### src/rtl/motoro3_step_decoder_if.sv
// motoro3_step_decoder_if
//   Bundles the 3-phase commutation drive lines, the statistics clear and
//   the decoder's status outputs.
//   master : drives the phase lines and clr, observes the decoder status.
//   slave  : the decoder itself.
interface motoro3_step_decoder_if;
    // phase drive lines (asynchronous to clk) and statistics clear
    logic        aE, aH1_L0, bE, bH1_L0, cE, cH1_L0;
    logic        clr;
    // decoder status
    logic [3:0]  decStep;
    logic        decValid;
    logic        decDir;
    logic [24:0] stepPeriod;
    logic        periodValid;
    logic [31:0] roundCnt;
    logic [15:0] errCnt;
    logic        seqErr;
    logic        stall;

    modport master (
        output aE, aH1_L0, bE, bH1_L0, cE, cH1_L0, clr,
        input  decStep, decValid, decDir, stepPeriod, periodValid,
               roundCnt, errCnt, seqErr, stall
    );

    modport slave (
        input  aE, aH1_L0, bE, bH1_L0, cE, cH1_L0, clr,
        output decStep, decValid, decDir, stepPeriod, periodValid,
               roundCnt, errCnt, seqErr, stall
    );
endinterface

### src/rtl/motoro3_step_decoder.sv
// motoro3_step_decoder
//   Receive-side monitor for the 3-phase commutation bus. Synchronises the
//   six phase lines, decodes the commutation step, deglitches it, checks
//   sequence legality/direction, measures step dwell and counts rounds.
// Ports
//   clk  : system clock, rising edge
//   nRst : asynchronous active-low reset
//   bus  : slave side of motoro3_step_decoder_if (phase lines + clr in,
//          decStep/decValid/decDir/stepPeriod/periodValid/roundCnt/
//          errCnt/seqErr/stall out)
module motoro3_step_decoder #(
    parameter int unsigned FILT_LEN = 4,
    parameter logic [24:0] TIMEOUT  = 25'd2_000_000
) (
    input  logic                   clk,
    input  logic                   nRst,
    motoro3_step_decoder_if.slave  bus
);

    localparam logic [7:0]  FL   = 8'(FILT_LEN);
    localparam logic [24:0] PMAX = 25'h1FF_FFFF;

    typedef enum logic [2:0] {
        EV_NONE, EV_IDLE, EV_BAD, EV_START, EV_FWD, EV_REV, EV_JUMP
    } ev_t;

    function automatic logic is_norm(input logic [3:0] s);
        return (s >= 4'd1) && (s <= 4'd6);
    endfunction

    // {E a,b,c , H a,b,c}
    logic [5:0]  lines, sync1, sync2;
    logic [3:0]  decoded, cand;
    logic [7:0]  filtCnt, filt_nxt;
    logic        accept;
    logic [3:0]  step_up, step_dn;
    ev_t         ev;

    logic [3:0]  decStep;
    logic        decValid, decDir, periodValid, seqErr, stall;
    logic [24:0] stepPeriod, periodCnt;
    logic [31:0] roundCnt;
    logic [15:0] errCnt;

    assign lines = {bus.aE, bus.bE, bus.cE, bus.aH1_L0, bus.bH1_L0, bus.cH1_L0};

    always_ff @(posedge clk or negedge nRst) begin
        if (!nRst) begin
            sync1 <= '0;
            sync2 <= '0;
        end else begin
            sync1 <= lines;
            sync2 <= sync1;
        end
    end

    always_comb begin
        decoded = 4'd15;
        if (sync2[5:3] == 3'b111) begin
            case (sync2[2:0])
                3'b100:  decoded = 4'd1;
                3'b110:  decoded = 4'd2;
                3'b010:  decoded = 4'd3;
                3'b011:  decoded = 4'd4;
                3'b001:  decoded = 4'd5;
                3'b101:  decoded = 4'd6;
                default: decoded = 4'd15;
            endcase
        end else if (sync2 == 6'b000000) begin
            decoded = 4'd0;
        end
    end

    // Acceptance is evaluated on the counter's next value so the filter
    // reaching FILT_LEN and the decStep update land on the same edge; this
    // gives a pin-to-decStep latency of 2 sync + FILT_LEN filter cycles.
    // The accepted value is 'decoded', which equals cand whenever the
    // filter is past its first cycle.
    always_comb begin
        if (decoded != cand)   filt_nxt = 8'd1;
        else if (filtCnt >= FL) filt_nxt = FL;
        else                   filt_nxt = filtCnt + 8'd1;
        accept = (filt_nxt == FL) && (decoded != decStep);
    end

    // Event classification of an accepted step (next-state logic)
    always_comb begin
        step_up = (decStep == 4'd6) ? 4'd1 : decStep + 4'd1;
        step_dn = (decStep == 4'd1) ? 4'd6 : decStep - 4'd1;
        ev      = EV_NONE;
        if (accept) begin
            if (decoded == 4'd0)          ev = EV_IDLE;
            else if (decoded == 4'd15)    ev = EV_BAD;
            else if (!is_norm(decStep))   ev = EV_START;
            else if (decoded == step_up)  ev = EV_FWD;
            else if (decoded == step_dn)  ev = EV_REV;
            else                          ev = EV_JUMP;
        end
    end

    always_ff @(posedge clk or negedge nRst) begin
        if (!nRst) begin
            cand        <= '0;
            filtCnt     <= '0;
            decStep     <= '0;
            decValid    <= 1'b0;
            decDir      <= 1'b0;
            stepPeriod  <= '0;
            periodValid <= 1'b0;
            periodCnt   <= '0;
            roundCnt    <= '0;
            errCnt      <= '0;
            seqErr      <= 1'b0;
            stall       <= 1'b0;
        end else begin
            cand     <= decoded;
            filtCnt  <= filt_nxt;
            decValid <= accept;
            seqErr   <= 1'b0;

            if (accept) begin
                decStep <= decoded;
                stall   <= 1'b0;
                case (ev)
                    EV_IDLE: begin
                        periodCnt   <= '0;
                        periodValid <= 1'b0;
                        roundCnt    <= '0;
                    end
                    EV_BAD: begin
                        seqErr      <= 1'b1;
                        if (errCnt != 16'hFFFF) errCnt <= errCnt + 16'd1;
                        periodValid <= 1'b0;
                        periodCnt   <= '0;
                    end
                    EV_START: periodCnt <= 25'd1;
                    EV_FWD, EV_REV: begin
                        decDir      <= (ev == EV_FWD);
                        stepPeriod  <= periodCnt;
                        periodValid <= 1'b1;
                        periodCnt   <= 25'd1;
                        if (ev == EV_FWD && decStep == 4'd6)
                            roundCnt <= roundCnt + 32'd1;
                        if (ev == EV_REV && decStep == 4'd1 && roundCnt != '0)
                            roundCnt <= roundCnt - 32'd1;
                    end
                    EV_JUMP: begin
                        seqErr      <= 1'b1;
                        if (errCnt != 16'hFFFF) errCnt <= errCnt + 16'd1;
                        periodValid <= 1'b0;
                        periodCnt   <= 25'd1;
                    end
                    default: ;
                endcase
            end else if (is_norm(decStep)) begin
                if (periodCnt != PMAX)     periodCnt <= periodCnt + 25'd1;
                if (periodCnt == TIMEOUT)  stall     <= 1'b1;
            end

            // clr overrides every statistic it owns, even on an accept edge
            if (bus.clr) begin
                errCnt      <= '0;
                roundCnt    <= '0;
                stepPeriod  <= '0;
                periodValid <= 1'b0;
                stall       <= 1'b0;
                seqErr      <= 1'b0;
            end
        end
    end

    assign bus.decStep     = decStep;
    assign bus.decValid    = decValid;
    assign bus.decDir      = decDir;
    assign bus.stepPeriod  = stepPeriod;
    assign bus.periodValid = periodValid;
    assign bus.roundCnt    = roundCnt;
    assign bus.errCnt      = errCnt;
    assign bus.seqErr      = seqErr;
    assign bus.stall       = stall;

endmodule

### src/flat_wrapper.sv
// flat-port wrapper written by rule: the top's interface ports become plain ports
module motoro3_step_decoder_flat 
#(
    parameter int unsigned FILT_LEN = 4,
    parameter logic [24:0] TIMEOUT  = 25'd2_000_000
)
  (clk, nRst, bus_aE, bus_aH1_L0, bus_bE, bus_bH1_L0, bus_cE, bus_cH1_L0, bus_clr, bus_decStep, bus_decValid, bus_decDir, bus_stepPeriod, bus_periodValid, bus_roundCnt, bus_errCnt, bus_seqErr, bus_stall);
  motoro3_step_decoder_if bus_i ();
  input  logic clk;
  input  logic nRst;
  input wire logic [$bits(bus_i.aE)-1:0] bus_aE;
  input wire logic [$bits(bus_i.aH1_L0)-1:0] bus_aH1_L0;
  input wire logic [$bits(bus_i.bE)-1:0] bus_bE;
  input wire logic [$bits(bus_i.bH1_L0)-1:0] bus_bH1_L0;
  input wire logic [$bits(bus_i.cE)-1:0] bus_cE;
  input wire logic [$bits(bus_i.cH1_L0)-1:0] bus_cH1_L0;
  input wire logic [$bits(bus_i.clr)-1:0] bus_clr;
  output wire logic [$bits(bus_i.decStep)-1:0] bus_decStep;
  output wire logic [$bits(bus_i.decValid)-1:0] bus_decValid;
  output wire logic [$bits(bus_i.decDir)-1:0] bus_decDir;
  output wire logic [$bits(bus_i.stepPeriod)-1:0] bus_stepPeriod;
  output wire logic [$bits(bus_i.periodValid)-1:0] bus_periodValid;
  output wire logic [$bits(bus_i.roundCnt)-1:0] bus_roundCnt;
  output wire logic [$bits(bus_i.errCnt)-1:0] bus_errCnt;
  output wire logic [$bits(bus_i.seqErr)-1:0] bus_seqErr;
  output wire logic [$bits(bus_i.stall)-1:0] bus_stall;
  assign bus_i.aE = bus_aE;
  assign bus_i.aH1_L0 = bus_aH1_L0;
  assign bus_i.bE = bus_bE;
  assign bus_i.bH1_L0 = bus_bH1_L0;
  assign bus_i.cE = bus_cE;
  assign bus_i.cH1_L0 = bus_cH1_L0;
  assign bus_i.clr = bus_clr;
  assign bus_decStep = bus_i.decStep;
  assign bus_decValid = bus_i.decValid;
  assign bus_decDir = bus_i.decDir;
  assign bus_stepPeriod = bus_i.stepPeriod;
  assign bus_periodValid = bus_i.periodValid;
  assign bus_roundCnt = bus_i.roundCnt;
  assign bus_errCnt = bus_i.errCnt;
  assign bus_seqErr = bus_i.seqErr;
  assign bus_stall = bus_i.stall;
  motoro3_step_decoder #(.FILT_LEN(FILT_LEN), .TIMEOUT(TIMEOUT)) u_core (.clk(clk), .nRst(nRst), .bus(bus_i));
endmodule
### config.mk
export PLATFORM = sky130hd
export DESIGN_NAME = motoro3_step_decoder_flat
export DESIGN_NICKNAME = d
export VERILOG_FILES = /design/src/rtl/motoro3_step_decoder_if.sv /design/src/rtl/motoro3_step_decoder.sv /design/src/flat_wrapper.sv
export SDC_FILE = /design/constraint.sdc
export NUM_CORES = 1
export LEC_CHECK = 0
export ABC_AREA = 1
export ABC_CLOCK_PERIOD_IN_PS = 9100
export CAP_MARGIN = 5
export CORE_MARGIN = 3
export CORE_UTILIZATION = 25
export CTS_CLUSTER_DIAMETER = 50
export DETAILED_ROUTE_END_ITERATION = 6
export GPL_ROUTABILITY_DRIVEN = 0
export SYNTH_ARGS = -nofsm -noshare
export SYNTH_HDL_FRONTEND = slang
export SYNTH_SLANG_ARGS = --single-unit
### constraint.sdc
create_clock -name clk -period 9.1 [get_ports clk]
set_clock_uncertainty 0.15 [all_clocks]
set_input_delay 1.365 -clock clk [delete_from_list [all_inputs] [get_ports clk]]
set_output_delay 1.365 -clock clk [all_outputs]
set_load 0.005 [all_outputs]
**Word-level counts from Yosys, hierarchy flattened**

Index checks and enable logic that the tools add are counted.

- Reductions and logical operators: 30
- $add $sub $neg: 7
- Equal/unequal tests: 26
- Shift operators: 0
- Magnitude comparators: 3
- Divide/modulo/power cells: 0
- Bitwise gates (word level): 0
- Mux-type cells: 39
- Multiply operators: 0

Operators with widths:

| kind | count |
|---|---|
| 25-bit 2-to-1 mux | 6 |
| 32-bit 2-to-1 mux | 4 |
| 16-bit 2-to-1 mux | 4 |
| 32-bit case mux with 2 select lines | 1 |
| 25-bit case mux with 2 select lines | 1 |
| 32-bit by 1-bit adder with 32-bit output, second input constant | 1 |
| 32-bit nonzero test | 1 |
| 32-bit by 1-bit subtractor with 32-bit output, second input constant | 1 |
| 25-bit by 1-bit adder with 25-bit output, second input constant | 1 |
| 25-bit by 21-bit == test with 1-bit output, second input constant | 1 |
| 25-bit != test, second input constant | 1 |
| 4-bit case mux with 6 select lines | 1 |
| 3-bit == test, second input constant | 7 |
| 16-bit by 1-bit adder with 16-bit output, second input constant | 1 |
| 4-bit 2-to-1 mux | 4 |
| 8-bit 2-to-1 mux | 2 |
| 16-bit != test, second input constant | 1 |
| 3-bit 2-to-1 mux | 5 |
| 3-bit by 2-bit == test with 1-bit output, second input constant | 4 |
| 2-bit nonzero test | 6 |
| 3-bit nonzero test | 4 |
| 1-bit 2-to-1 mux | 9 |
| 3-bit AND reduction | 3 |
| 8-bit by 1-bit adder with 8-bit output, second input constant | 1 |
| other kinds (23) | 35 |

- Bits in latches: 0
- Input port bits: 9
- Memories: 0
- Bits in read-only memories: 0
- Logic and storage cells: 119
- Memory bits (writable): 0
- Register bits after elaboration: 131
- Output and inout port bits: 82

**Logic depth before layout (Yosys ltp)**

- Depth after elaboration: 17
- Mapped depth: 31
- Gate-level depth less buffers: 31

**Worst setup path before layout**

No wires, ideal clock.

- Path type: reg2reg
- Start: reg u_core.decStep[0] (netlist: u_core.bus.decStep[0])
- End: reg u_core.roundCnt[24] (netlist: u_core.bus.roundCnt[24])
- Slack: 4.055 ns
- Buffers on the path: 1
- Clock period less this slack: 5.045 ns
- Stages on the path, launching flop included: 25
- Arrival: 4.774 ns
- Required time: 8.829 ns
- Setup time: 0.121 ns
- Cell sequence: dfrtp_1 > inv_1 > ha_1 > nand3_1 > o21ai_0 > inv_1 > nand2_1 > nand2_1 > nor2_1 > nand2_1 > o21ai_1 > nand3_4 > buf_2 > nor2_1 > inv_1 > fa_1 > inv_1 > nand2_1 > o21ai_0 > nand3_1 > nand4_1 > a21boi_0 > o31ai_1 > xor2_1 > o21ai_1

- Cells in the longest elaborated chain, start to end: 16
- Elaborated cells on any way between the ends: 34
- Those cells by class: add/sub: 2; order compare: 2; eq/ne: 9; mux: 12; reduce/logical: 9

RTL lines:

| element | line | text |
|---|---|---|
| start: declaration | motoro3_step_decoder.sv:39 | `logic [3:0] decStep;` |
| start signal: assignment | motoro3_step_decoder.sv:122 | `decStep <= decoded;` |
| 4-bit by 1-bit subtractor with 4-bit output or 4-bit by 1-bit == test with 1-bit output (tied branches) | motoro3_step_decoder.sv:89, motoro3_step_decoder.sv:144 |  |
| 4-bit 2-to-1 mux | motoro3_step_decoder.sv:89 | `step_dn = (decStep == 4'd1) ? 4'd6 : decStep - 4'd1;` |
| 4-bit == test | motoro3_step_decoder.sv:96 | `else if (decoded == step_dn) ev = EV_REV;` |
| 2-bit 2-to-1 mux | motoro3_step_decoder.sv:96 |  |
| 3-bit 2-to-1 mux | motoro3_step_decoder.sv:95 | `else if (decoded == step_up) ev = EV_FWD;` |
| 3-bit 2-to-1 mux | motoro3_step_decoder.sv:94 | `else if (!is_norm(decStep)) ev = EV_START;` |
| 3-bit 2-to-1 mux | motoro3_step_decoder.sv:93 | `else if (decoded == 4'd15) ev = EV_BAD;` |
| 3-bit 2-to-1 mux | motoro3_step_decoder.sv:92 | `if (decoded == 4'd0) ev = EV_IDLE;` |
| 3-bit 2-to-1 mux | motoro3_step_decoder.sv:91 | `if (accept) begin` |
| 3-bit == test | motoro3_step_decoder.sv:124, motoro3_step_decoder.sv:144 |  |
| 1-bit logical AND (2 in series) | motoro3_step_decoder.sv:144 | `if (ev == EV_REV && decStep == 4'd1 && roundCnt != '0)` |
| 32-bit 2-to-1 mux | motoro3_step_decoder.sv:144 |  |
| 32-bit case mux with 2 select lines | motoro3_step_decoder.sv:124 | `case (ev)` |
| 32-bit 2-to-1 mux | motoro3_step_decoder.sv:121 | `if (accept) begin` |
| 32-bit 2-to-1 mux | motoro3_step_decoder.sv:161 | `if (bus.clr) begin` |
| end signal: assignment | motoro3_step_decoder.sv:143 | `roundCnt <= roundCnt + 32'd1;` |
| end signal: assignment | motoro3_step_decoder.sv:145 | `roundCnt <= roundCnt - 32'd1;` |
| end: declaration | motoro3_step_decoder.sv:42 | `logic [31:0] roundCnt;` |

Several ways; a longest one is shown, not always the timed one. The select of a mux whose other input is x is not followed.
A chain may end at the register's enable or synchronous reset.

**Final worst setup path**

- Start: reg u_core.sync2[1]
- End: reg u_core.roundCnt[24] (netlist: u_core.bus.roundCnt[24])

- Cells in the longest elaborated chain, start to end: 17
- Elaborated cells on any way between the ends: 40
- Those cells by class: eq/ne: 16; mux: 14; reduce/logical: 10

RTL lines:

| element | line | text |
|---|---|---|
| start: declaration | motoro3_step_decoder.sv:32 | `logic [5:0] lines, sync1, sync2;` |
| start signal: assignment | motoro3_step_decoder.sv:53 | `sync2 <= sync1;` |
| 3-bit == test (tied with other cells) | motoro3_step_decoder.sv:60 | `case (sync2[2:0])` |
| 4-bit case mux with 6 select lines or 4-bit 2-to-1 mux (tied branches) | motoro3_step_decoder.sv:60, motoro3_step_decoder.sv:69 |  |
| 4-bit 2-to-1 mux * | motoro3_step_decoder.sv:59 | `if (sync2[5:3] == 3'b111) begin` |
| 4-bit == test | motoro3_step_decoder.sv:96 |  |
| 2-bit 2-to-1 mux | motoro3_step_decoder.sv:96 |  |
| 3-bit 2-to-1 mux | motoro3_step_decoder.sv:95 |  |
| 3-bit 2-to-1 mux | motoro3_step_decoder.sv:94 |  |
| 3-bit 2-to-1 mux | motoro3_step_decoder.sv:93 |  |
| 3-bit 2-to-1 mux | motoro3_step_decoder.sv:92 |  |
| 3-bit 2-to-1 mux | motoro3_step_decoder.sv:91 |  |
| 3-bit == test | motoro3_step_decoder.sv:124, motoro3_step_decoder.sv:144 |  |
| 1-bit logical AND (2 in series) | motoro3_step_decoder.sv:144 |  |
| 32-bit 2-to-1 mux | motoro3_step_decoder.sv:144 |  |
| 32-bit case mux with 2 select lines | motoro3_step_decoder.sv:124 |  |
| 32-bit 2-to-1 mux | motoro3_step_decoder.sv:121 |  |
| 32-bit 2-to-1 mux | motoro3_step_decoder.sv:161 |  |

Every way passes the cells marked *; elsewhere a longest branch is shown, timed or not. The select of a mux whose other input is x is not followed.

==> metrics <==
status finished, final reports clean; clock latency on the worst-skew pair 0.42 ns; vias 7193; asr flop ratio synth 100%; Avg Inst Size Synth just under 8 um2; vias in the first global route 7046; die area between 30000 and 40000 um2; Hold Fails Final Rpt 0; Max transition margin 38.5%; Top Ports 91; setup tns final 0 ns; CP Max Fanout 34; deepest clock path buffer count 2; fin. max-slew vios 0; CP Data Required Time 9.24 ns; hold crit path type reg2reg; root buf cell clkbuf_16; P&R area growth vs syn 24.3%; Internal Power around 1.2 mW; Num Clock Sinks 131; Least-Margin Pin Slew around 0.92 ns; total wire length roughly 22000 um; post-cts sizing count 0; Starting DRT DRC Count about 420; WS Path Type reg2reg; leakage power 4.37 nW; Clock power frac 42.5%; crit start category flop; placed insts between 1500 and 2000; initial antenna violation count 0; fill count between 3000 and 4000; Final Total Pwr around 1.8 mW; Flop pwr share 36.8%; Final nets 1172; Die Wd 186 um; Setup Buffers After CTS 0; First-pass DRT Iterations 5; hpwl dp approximately 16000 um; multi-input logic area 4320 um2; hold_buf cts 0; fin crit period 5.71 ns; RSZ-0062 raised after global routing false; Syn. warnings 0; post-synth top area cell dfrtp_1; Routed Antenna Nets 0; Initial Util between 20 and 30%; post-synth top area share 40.3%; # DRC 0; pwr/cell area 173 nW/um2; Vias/cell 4.58; distinct cell type count after synthesis between 40 and 50; Final Cycle Share 62.7%; Register Area approximately 3300 um2; Max VDD drop between 0.1 and 0.15 mV; layout cell share with drive strength beyond 1 7.40%; CTS clk-pin slew, worst paths 0.06 ns; register area share after synthesis 40.3%; post-route insts no fill 1570; hold slack 0.200 ns; Core ar. about 32000 um2; fmax 175 MHz; Die H 186 um; Diodes inserted 0; Cells after Synth ~1000; Top FF cell, synth dfrtp_1; Yosys reg bits 131; switching part of the total power a little under a third; CTS tree yes; Port Buffers 90; largest net degree at the start of global routing between 70 and 80; Sw Pwr 553 uW; mapped cell area 8140 um2; largest cells by area after synthesis dfrtp_1 (40%), nand2_1 (11%), ha_1 (6.0%); DR WL/cell roughly 14 um; combinational group share of total power 20.7%; arrival time at the worst endpoint 5.84 ns; EDFF count, synth 0; CTS buffer count 17; Max Cap Viol 0; final setup fails 0; Core Rows between 60 and 70; H-tree Lvls 4; first-pass GRT wire length between 30000 and 40000 um; global route overflow 0; CP Capture Type flop; total global-route track usage roughly an eighth
[power groups by stage]
stage,Sequential [mW],Combinational [mW],Clock [mW]
floorplan,0.643,0.260,0
global placement,0.656,0.360,0
detailed placement,0.656,0.364,0
CTS,0.646,0.366,0.767
global route,0.650,0.412,0.791
finish,0.646,0.363,0.746
[critical path, cell delays in order (launching register included)]
cell and delay [ns]:
dfrtp_1 0.43, nor2_2 0.16, nand3_2 0.39, nand2_1 0.32, nand2_1 0.07, nand2_1 0.08
nand3_2 0.08, nor2_4 0.16, nand3_4 0.11, nor2_8 0.42, nand3_4 0.44, nor2_2 0.21
buf_4 0.37, inv_1 0.10, fa_1 0.39, inv_1 0.09, nand2_1 0.06, o21ai_0 0.43
nand3_1 0.14, nand4_1 0.20, a21boi_0 0.19, o31ai_1 0.31, xor2_1 0.17, o21ai_1 0.07
[final cells by class]
class                      count  share of cell area (%)
clock buffer                  18                    4.34
timing repair buffer          93                    9.14
tap                          435                    5.38
multi-input combinational    772                    42.7
inverter                     108                    4.03
clock inverter                13                    1.98
sequential                   131                    32.4
[path summary, 6_finish.rpt]
kind                                           start                                    end  cells after the start  slack (ns)
setup / recovery           u_core.sync2[1]$_DFF_PN0_    u_core.bus.roundCnt[24]$_DFFE_PN0P_                     23        3.39
hold / removal             u_core.sync1[3]$_DFF_PN0_              u_core.sync2[3]$_DFF_PN0_                      0        0.20
setup reg to reg           u_core.sync2[1]$_DFF_PN0_    u_core.bus.roundCnt[24]$_DFFE_PN0P_                     23        3.39
hold reg to reg            u_core.sync1[3]$_DFF_PN0_              u_core.sync2[3]$_DFF_PN0_                      0        0.20
max in group asynchronous                       nRst  u_core.bus.stepPeriod[22]$_DFFE_PN0P_                      2        6.75
min in group asynchronous                       nRst    u_core.bus.roundCnt[16]$_DFFE_PN0P_                      1        0.83
[synthesized netlist by cell type (6+ instances only)]
cell	number
a21oi_1	37
xor2_1	35
nand4_1	18
nand3_1	97
nor4_1	19
xnor2_1	13
nor3_1	17
inv_2	6
o21ai_2	11
clkbuf_1	6
buf_2	9
o21ai_0	42
o21ai_1	34
nor2_1	95
nand2_1	232
a31oi_1	6
o21bai_1	7
a21o_1	6
inv_1	101
ha_1	39
dfrtp_1	131
o31ai_2	7
[layer usage]
layer	routed length [um]	global-route usage, %
met1	10100	16.0
met5	0	0
met3	1040	3.27
met2	10400	21.1
met4	411	4.39
[cell families after synthesis]
kind of cell	Yosys count	share of synthesized area, %
simple gates	509	28.6
fa+ha+maj	40	6.24
compound gates	170	12.8
flops	131	40.3
xor+xnor	48	5.16
other cells	1	0.0461
buf+inv	134	6.85
[placed cells by master, fill, tap and decap left out, types with 4 or more instances in the layout]
cell type and n:
nand2_1 232, xor2_1 35, clkdlybuf4s50_1 89, o21ai_1 34, nor2_2 4, o21bai_1 7
nand3_4 4, ha_1 39, o21ai_2 11, nor2_1 94, conb_1 5, bufinv_16 4
clkinv_4 5, o31ai_2 7, nand3b_1 5, nor3b_1 4, nor4_1 19, clkbuf_16 17
nor3_1 17, inv_2 6, a21o_1 6, nand3_1 97, a31oi_1 6, xnor2_1 13
nand4_1 18, o21ai_0 42, o31ai_1 5, nand2_2 5, inv_1 101, dfrtp_1 131
a21oi_1 37
[registers in the layout, indices dropped and copies added (netlist names)]
register,cells
u_core.bus.decValid,1
u_core.bus.stepPeriod,25
u_core.bus.roundCnt,32
u_core.bus.errCnt,16
u_core.bus.seqErr,1
u_core.periodCnt,25
u_core.bus.decDir,1
u_core.cand,4
u_core.sync2,6
u_core.bus.decStep,4
u_core.filtCnt,8
u_core.sync1,6
u_core.bus.stall,1
u_core.bus.periodValid,1
[per-stage QoR]
| stage | worst slack [ns] | util (%) | cell area (um2) |
|---|---|---|---|
| after floorplan | 4.05 | - | 8160 |
| after global placement | 3.58 | 29.8 | 9480 |
| after detailed placement | 3.40 | 29.8 | 9480 |
| after CTS | 3.38 | 31.8 | 10100 |
| after global routing | 2.71 | 31.8 | 10100 |
| final | 3.39 | 31.8 | 10100 |
(Power assumes the default switching activity.)
